[config.mk]
export PLATFORM = sky130hd
export DESIGN_NAME = operand_stage
export DESIGN_NICKNAME = d
export VERILOG_FILES = /design/src/rtl/operand_stage.sv
export SDC_FILE = /design/constraint.sdc
export NUM_CORES = 2
export LEC_CHECK = 0
export ABC_AREA = 1
export BUFFER_PORTS_ARGS = -buffer_cell sky130_fd_sc_hd__buf_4
export CORE_MARGIN = 2
export CORE_UTILIZATION = 35
export CTS_BUF_LIST = sky130_fd_sc_hd__clkbuf_8
export CTS_CLUSTER_SIZE = 40
export DETAILED_ROUTE_END_ITERATION = 10
export SLEW_MARGIN = 10
export SYNTH_ARGS = -nofsm -noshare
export SYNTH_HDL_FRONTEND = slang
export SYNTH_SLANG_ARGS = --single-unit
[constraint.sdc]
create_clock -name clk -period 2.5 [get_ports clk]
set_clock_uncertainty 0.1 [all_clocks]
set_input_delay 0.375 -clock clk [delete_from_list [all_inputs] [get_ports clk]]
set_output_delay 0.375 -clock clk [all_outputs]
set_load 0.02 [all_outputs]
[src/rtl/operand_stage.sv]
// operand_stage: resolves the two execute operands for one instruction.
// Register sources come from the register file or the forwarding channels
// (channel 0 is youngest and wins). A used source whose forwarding channel is
// still pending parks the instruction in WAIT until the data arrives.
// Ports:
//   clk, reset              clock, synchronous active-high reset
//   flush                   discard whatever the stage holds
//   in_valid/in_ready       decode handshake
//   in_pc, in_rs1/2, in_rd1/2, in_imm, in_a_sel, in_b_sel, in_shmode
//                           instruction fields and register-file read data
//   fwd_valid/rd/pending/data
//                           forwarding channels, packed NUM_FWD-wide
//   out_valid/out_ready     execute handshake
//   out_srca, out_srcb      resolved operands
//   stall_cnt               saturating count of cycles spent in WAIT
module operand_stage #(
   parameter int unsigned XLEN    = 64,
   parameter int unsigned NUM_FWD = 3,
   parameter int unsigned CNT_W   = 16
) (
   input  logic                    clk,
   input  logic                    reset,
   input  logic                    flush,
   input  logic                    in_valid,
   output logic                    in_ready,
   input  logic [XLEN-1:0]         in_pc,
   input  logic [4:0]              in_rs1,
   input  logic [4:0]              in_rs2,
   input  logic [XLEN-1:0]         in_rd1,
   input  logic [XLEN-1:0]         in_rd2,
   input  logic [XLEN-1:0]         in_imm,
   input  logic [1:0]              in_a_sel,
   input  logic [1:0]              in_b_sel,
   input  logic [1:0]              in_shmode,
   input  logic [NUM_FWD-1:0]      fwd_valid,
   input  logic [NUM_FWD*5-1:0]    fwd_rd,
   input  logic [NUM_FWD-1:0]      fwd_pending,
   input  logic [NUM_FWD*XLEN-1:0] fwd_data,
   output logic                    out_valid,
   input  logic                    out_ready,
   output logic [XLEN-1:0]         out_srca,
   output logic [XLEN-1:0]         out_srcb,
   output logic [CNT_W-1:0]        stall_cnt
);

   localparam logic [1:0] A_RS1 = 2'd0;
   localparam logic [1:0] A_PC  = 2'd1;
   localparam logic [1:0] A_IMM = 2'd2;
   localparam logic [1:0] B_RS2 = 2'd0;
   localparam logic [1:0] B_IMM = 2'd1;
   localparam logic [1:0] B_C4  = 2'd2;

   typedef enum logic [1:0] {IDLE, WAIT, FULL} state_t;

   state_t            state;
   logic [XLEN-1:0]   cap_pc, cap_imm, cap_a, cap_b;
   logic [4:0]        cap_rs1, cap_rs2;
   logic [1:0]        cap_a_sel, cap_b_sel, cap_shmode;
   logic              cap_a_ok, cap_b_ok;

   logic              waiting, accept, all_ok, ok_a, ok_b;
   logic [XLEN-1:0]   cur_pc, cur_imm, cur_rd1, cur_rd2, val_a, val_b, nxt_a, nxt_b;
   logic [4:0]        cur_rs1, cur_rs2;
   logic [1:0]        cur_a_sel, cur_b_sel, cur_shmode;
   logic [XLEN:0]     res_a, res_b;

   // Returns {resolved, value}; lowest-index matching channel wins, x0 is always zero.
   function automatic logic [XLEN:0] resolve_reg(
      input logic [4:0]              idx,
      input logic [XLEN-1:0]         fallback,
      input logic [NUM_FWD-1:0]      valid,
      input logic [NUM_FWD-1:0]      pend,
      input logic [NUM_FWD*5-1:0]    rd,
      input logic [NUM_FWD*XLEN-1:0] data
   );
      logic            found;
      logic            ok;
      logic [XLEN-1:0] val;
      found = 1'b0;
      ok    = 1'b1;
      val   = fallback;
      if (idx == 5'd0) begin
         val = '0;
      end else begin
         for (int i = 0; i < int'(NUM_FWD); i++) begin
            if (!found && valid[i] && (rd[i*5 +: 5] == idx)) begin
               found = 1'b1;
               ok    = !pend[i];
               val   = data[i*XLEN +: XLEN];
            end
         end
      end
      return {ok, val};
   endfunction

   // Operand multiplexing followed by shift-amount masking of srcb.
   function automatic logic [2*XLEN-1:0] build_ops(
      input logic [1:0]      a_sel,
      input logic [1:0]      b_sel,
      input logic [1:0]      shmode,
      input logic [XLEN-1:0] pc,
      input logic [XLEN-1:0] imm,
      input logic [XLEN-1:0] ra,
      input logic [XLEN-1:0] rb
   );
      logic [XLEN-1:0] a;
      logic [XLEN-1:0] b;
      case (a_sel)
         A_RS1:   a = ra;
         A_PC:    a = pc;
         A_IMM:   a = imm;
         default: a = '0;
      endcase
      case (b_sel)
         B_RS2:   b = rb;
         B_IMM:   b = imm;
         B_C4:    b = XLEN'(4);
         default: b = '0;
      endcase
      if (shmode == 2'd1)      b = b & XLEN'(6'h3f);
      else if (shmode == 2'd2) b = b & XLEN'(5'h1f);
      return {a, b};
   endfunction

   assign in_ready = !reset && !flush && ((state == IDLE) || ((state == FULL) && out_ready));
   assign accept   = in_valid && in_ready;
   assign waiting  = (state == WAIT);

   // In WAIT the captured instruction is re-resolved; otherwise the incoming one.
   always_comb begin
      cur_pc     = waiting ? cap_pc     : in_pc;
      cur_imm    = waiting ? cap_imm    : in_imm;
      cur_rs1    = waiting ? cap_rs1    : in_rs1;
      cur_rs2    = waiting ? cap_rs2    : in_rs2;
      cur_rd1    = waiting ? cap_a      : in_rd1;
      cur_rd2    = waiting ? cap_b      : in_rd2;
      cur_a_sel  = waiting ? cap_a_sel  : in_a_sel;
      cur_b_sel  = waiting ? cap_b_sel  : in_b_sel;
      cur_shmode = waiting ? cap_shmode : in_shmode;

      res_a = resolve_reg(cur_rs1, cur_rd1, fwd_valid, fwd_pending, fwd_rd, fwd_data);
      res_b = resolve_reg(cur_rs2, cur_rd2, fwd_valid, fwd_pending, fwd_rd, fwd_data);

      // Already-resolved operands keep their captured value; unresolved ones keep rd data.
      if (waiting && cap_a_ok) val_a = cap_a;
      else                     val_a = res_a[XLEN] ? res_a[XLEN-1:0] : cur_rd1;
      if (waiting && cap_b_ok) val_b = cap_b;
      else                     val_b = res_b[XLEN] ? res_b[XLEN-1:0] : cur_rd2;

      ok_a   = (cur_a_sel != A_RS1) || (waiting && cap_a_ok) || res_a[XLEN];
      ok_b   = (cur_b_sel != B_RS2) || (waiting && cap_b_ok) || res_b[XLEN];
      all_ok = ok_a && ok_b;

      {nxt_a, nxt_b} = build_ops(cur_a_sel, cur_b_sel, cur_shmode, cur_pc, cur_imm, val_a, val_b);
   end

   // Stage FSM with registered outputs.
   always_ff @(posedge clk) begin
      if (reset) begin
         state      <= IDLE;
         out_valid  <= 1'b0;
         out_srca   <= '0;
         out_srcb   <= '0;
         stall_cnt  <= '0;
         cap_pc     <= '0;
         cap_imm    <= '0;
         cap_a      <= '0;
         cap_b      <= '0;
         cap_rs1    <= '0;
         cap_rs2    <= '0;
         cap_a_sel  <= '0;
         cap_b_sel  <= '0;
         cap_shmode <= '0;
         cap_a_ok   <= 1'b0;
         cap_b_ok   <= 1'b0;
      end else begin
         if (waiting && (stall_cnt != '1)) stall_cnt <= stall_cnt + CNT_W'(1);

         if (flush) begin
            state     <= IDLE;
            out_valid <= 1'b0;
         end else if (accept || waiting) begin
            if (accept) begin
               cap_pc     <= in_pc;
               cap_imm    <= in_imm;
               cap_rs1    <= in_rs1;
               cap_rs2    <= in_rs2;
               cap_a_sel  <= in_a_sel;
               cap_b_sel  <= in_b_sel;
               cap_shmode <= in_shmode;
            end
            cap_a    <= val_a;
            cap_b    <= val_b;
            cap_a_ok <= ok_a;
            cap_b_ok <= ok_b;
            if (all_ok) begin
               state     <= FULL;
               out_valid <= 1'b1;
               out_srca  <= nxt_a;
               out_srcb  <= nxt_b;
            end else begin
               state     <= WAIT;
               out_valid <= 1'b0;
            end
         end else if ((state == FULL) && out_ready) begin
            state     <= IDLE;
            out_valid <= 1'b0;
         end
      end
   end

endmodule

==> run_results.csv <==
group,metric,value,unit
run_status,status,"finished with violations",
run_status,violations,"negative setup slack",
clocking,h-tree-depth,3,
synthesis,ys_seq_elements,420,
synthesis,synth_top_family_by_area,"simple AND/OR/NAND/NOR gates",
worst_setup_path,slowest_delay,0.42,ns
synthesis,synth_xor_area_frac,0.00119,
synthesis,synthCells,5203,
sta,rsz0062_at_grt,"true",
route,num_vias,41593,
sta,fmax,340,MHz
global_route,grt_max_degree,122,
floorplanning,io-pin-count,636,
synthesis,synth_mux_area_frac,0.000340,
pwr,p_leak,0.0224,uW
worst_setup_path,path_delay_family,"simple AND/OR/NAND/NOR gates",
clocking,clk_latency,0.70,ns
worst_hold_path,hold_path_class,"in2reg",
global_route,overflow,0,
global_route,grt_pass1_wl,243000,um
synthesis,synthSimpleGateAreaFrac,0.442,
place,gp_congestion,1.02,
place,hpwl,121000,um
synthesis,synth_top_area_share,0.285,
clocking,cts_tree,"done",
global_route,grt_usage,0.373,
sta,worst_slack,-0.438,ns
route,firstDrtPassIters,9,
synthesis,syn_nets,5694,
synthesis,synthAdderAreaFrac,0.000425,
global_route,grt_pass1_vias,36746,
place,dp_slack,-0.675,ns
floorplanning,rows,106,
clocking,cts_num_sinks,420,
layout,finalNetCount,6777,
layout,multiInputGateArea,19500,um^2
worst_setup_path,path_class,"reg2reg",
layout,area_delta_synth_final,56.5,%
job,maxCapViolCount,0,
worst_setup_path,end_kind,"flop",
pwr,ir_drop,363,uV
clocking,clk_pin_slew,0.07,ns
worst_setup_path,crit_top_cell,"nand2_1",
worst_setup_path,critical_path.startpoint,"state[0]$_SDFFE_PP0P_",
synthesis,synth_top_area_cell,"dfxtp_1",
route,drt-initial-drc-count,5635,
global_route,antenna_found_initial,27,
floorplanning,dieArea,86500,um^2
synthesis,ys_top_cells_by_area,"dfxtp_1 29%, nand2_1 21%, nand3_1 11%",
clocking,cts_inserted_buffers,85,
place,io_buffer_count,635,
worst_setup_path,start_kind,"flop",
worst_setup_path,path_cells,"nand2_8 > bufbuf_16 > nand2_2 > nand3_1 > nand2_2 > nor2_4 > nand3_4 > nand4_1 > nand3_4 > nor2_4 > buf_12 > buf_16 > nand2_1 > nand3_2 > nand3_2 > nand2_1 > nand2_1 > a21oi_1",
clocking,cts_root_buf,"clkbuf_8",
sta,min_period,2.94,ns
synthesis,netlist_area,29500,um^2
synthesis,seq_area_frac_synth,0.285,
route,drc,0,
synthesis,synth_cell_types,36,
synthesis,synth_compound_area_frac,0.152,
worst_setup_path,crit-reg2reg-launch,"state[0]$_SDFFE_PP0P_",
sta,finalSetupViolations,258,
floorplanning,die_w,294,um
worst_setup_path,worstPathRequired,3.02,ns
sta,slew_headroom,0.242,
sta,slew_violations,0,
worst_setup_path,worstPathArrival,3.46,ns
layout,final_util,0.552,
floorplanning,start_util,0.353,
floorplanning,die_y,294,um
synthesis,syn_avg_cell_area,5.66,um^2
sta,fin_crit_sh,1.18,
route,wl_per_cell,23.7,um
clocking,cts.path.max_buffers,3,
route,routed_wl,176000,um
worst_hold_path,min_from,"flush",
pwr,p_per_area,450,nW/um^2
route,via_per_inst,5.59,
layout,final-seq-area,8420,um^2
worst_setup_path,cpMaxStageDelayCell,"dfxtp_4",
sta,worst_pin_slew,1.14,ns
layout,final_area,46100,um^2
sta,finalHoldViolCount,0,
layout,n_fill_cell,8248,
worst_setup_path,path_buf_inv,3,
synthesis,ys_warn_count,0,
sta,tns,-71.05,ns
route,drtAntennaViolNets,0,
worst_setup_path,cp_max_fo,11,
layout,drive_above_1_share,0.288,
place,placement.cell_area,39100,um^2
floorplanning,core,83600,um^2
-- timing repair --
action,4_1_cts,5_1_grt
pin swaps,39,92
setup buffers,32,23
hold endpoints to repair,145,0
hold buffers,146,0
cloned,12,30
gates resized for setup,177,428
endpoints found under the setup margin,265,263
-- final cells by class --
cell class | count | area share
antenna | 21 | 0.00114
timing repair inverter | 1 | 0.000244
multi-input combinational | 3913 | 0.422
clock inverter | 44 | 0.00763
tap | 1080 | 0.0293
sequential | 420 | 0.183
timing repair buffer | 1415 | 0.290
clock buffer | 96 | 0.0287
inverter | 450 | 0.0381
-- worst paths after layout --
path,to,slack (ns),cells past startpoint
max reg2reg,out_srca[39]$_SDFFE_PP0P_,-0.44,18
min reg2reg,cap_imm[48]$_SDFFE_PP0P_,0.34,2
min,state[0]$_SDFFE_PP0P_,0.05,5
max,out_srca[39]$_SDFFE_PP0P_,-0.44,18
-- power breakdown --
group / total (uW) / internal [uW] / switching, uW
Combinational: 6180 / 2590 / 3580
Clock: 7480 / 3940 / 3540
Sequential: 7070 / 6950 / 119
-- flip-flops by register name (all words and copies together), names as in the netlist --
signal      cells
cap_pc         64
cap_b_ok        1
out_valid       1
stall_cnt      16
cap_rs2         5
cap_a_sel       2
cap_shmode      2
cap_a_ok        1
cap_a          64
state           1
cap_rs1         5
out_srcb       64
cap_imm        64
out_srca       64
cap_b_sel       2
cap_b          64
-- cells in the mapped netlist --
library cell     n
mux2i_1          1
nor3b_1          3
dfxtp_1        420
xor2_1           4
nand2_1       1664
nand4_2          1
o211ai_1        63
nand2_2          6
buf_1           41
nor2_2           7
a21oi_1        386
o21ai_0        381
o21a_1           1
inv_1          441
nor3_1           6
nand3_1        676
or3_1            1
buf_2          105
nor2_4           4
and3_1           1
nor2_1         448
clkinv_1         2
or4_1            1
o41ai_1          1
ha_1             1
nand3_4          1
a211oi_1        17
inv_2            7
buf_6            4
nand4_1        216
buf_4           17
clkbuf_1       255
o21ai_1          3
a22o_1           1
nand3_2          5
or2_2           12
-- routing by layer --
layer / GRT usage / up-vias / part of all wire
li1: - / 19188 / -
met1: 0.504 / 19072 / 0.40
met2: 0.545 / 2711 / 0.41
met3: 0.101 / 604 / 0.13
met4: 0.181 / 18 / 0.061
met5: 0.00908 / - / 0.0012
-- cell usage in the layout (no fill, tap or decap), types with 6 or more instances in the layout --
cell,count
a21oi_1,349
nand3_4,24
dlygate4sd3_1,146
clkbuf_8,96
buf_6,68
buf_4,1046
dfxtp_1,416
nor2_4,23
buf_8,20
buf_16,17
clkinv_2,13
inv_2,21
o21ai_1,6
a21oi_2,37
nor2_2,16
nand2_4,24
a211oi_1,16
o211ai_1,63
nand3_1,504
o21ai_0,376
nand2_1,1548
clkbuf_16,23
diode_2,21
nand3_2,154
inv_1,439
nand2_2,94
nand2_8,6
nor2_1,420
nand4_1,216
buf_12,91
or2_2,12
-- worst min-delay path: cells and delay by family --
family | cells | cell delay [ns]
buf+inv | 3 | 0.29
simple gates | 1 | 0.08
compound gates | 1 | 0.08
-- per-stage QoR --
| stage | power [uW] | hold WS [ns] | cells |
|---|---|---|---|
| after floorplan | 9580 | 0.325 | 5203 |
| after global placement | 12300 | 0.331 | 7045 |
| after detailed placement | 12300 | 0.338 | 7045 |
| after CTS | 20200 | 0.000375 | 7375 |
| after global routing | 21500 | 0.0494 | 7436 |
| final | 20700 | 0.0513 | 7440 |
-- kinds of logic (layout without fill, tap and decap cells) --
| logic type | count (synthesis) | count (layout) |
|---|---|---|
| compound gates | 853 | 853 |
| xor+xnor | 4 | 4 |
| fa+ha+maj | 1 | 1 |
| buf+inv | 872 | 2006 |
| flops | 420 | 420 |
| mux | 1 | 1 |
| other cells | 0 | 21 |
| simple gates | 3052 | 3054 |
No activity file was read; power rests on OpenSTA's default activity.
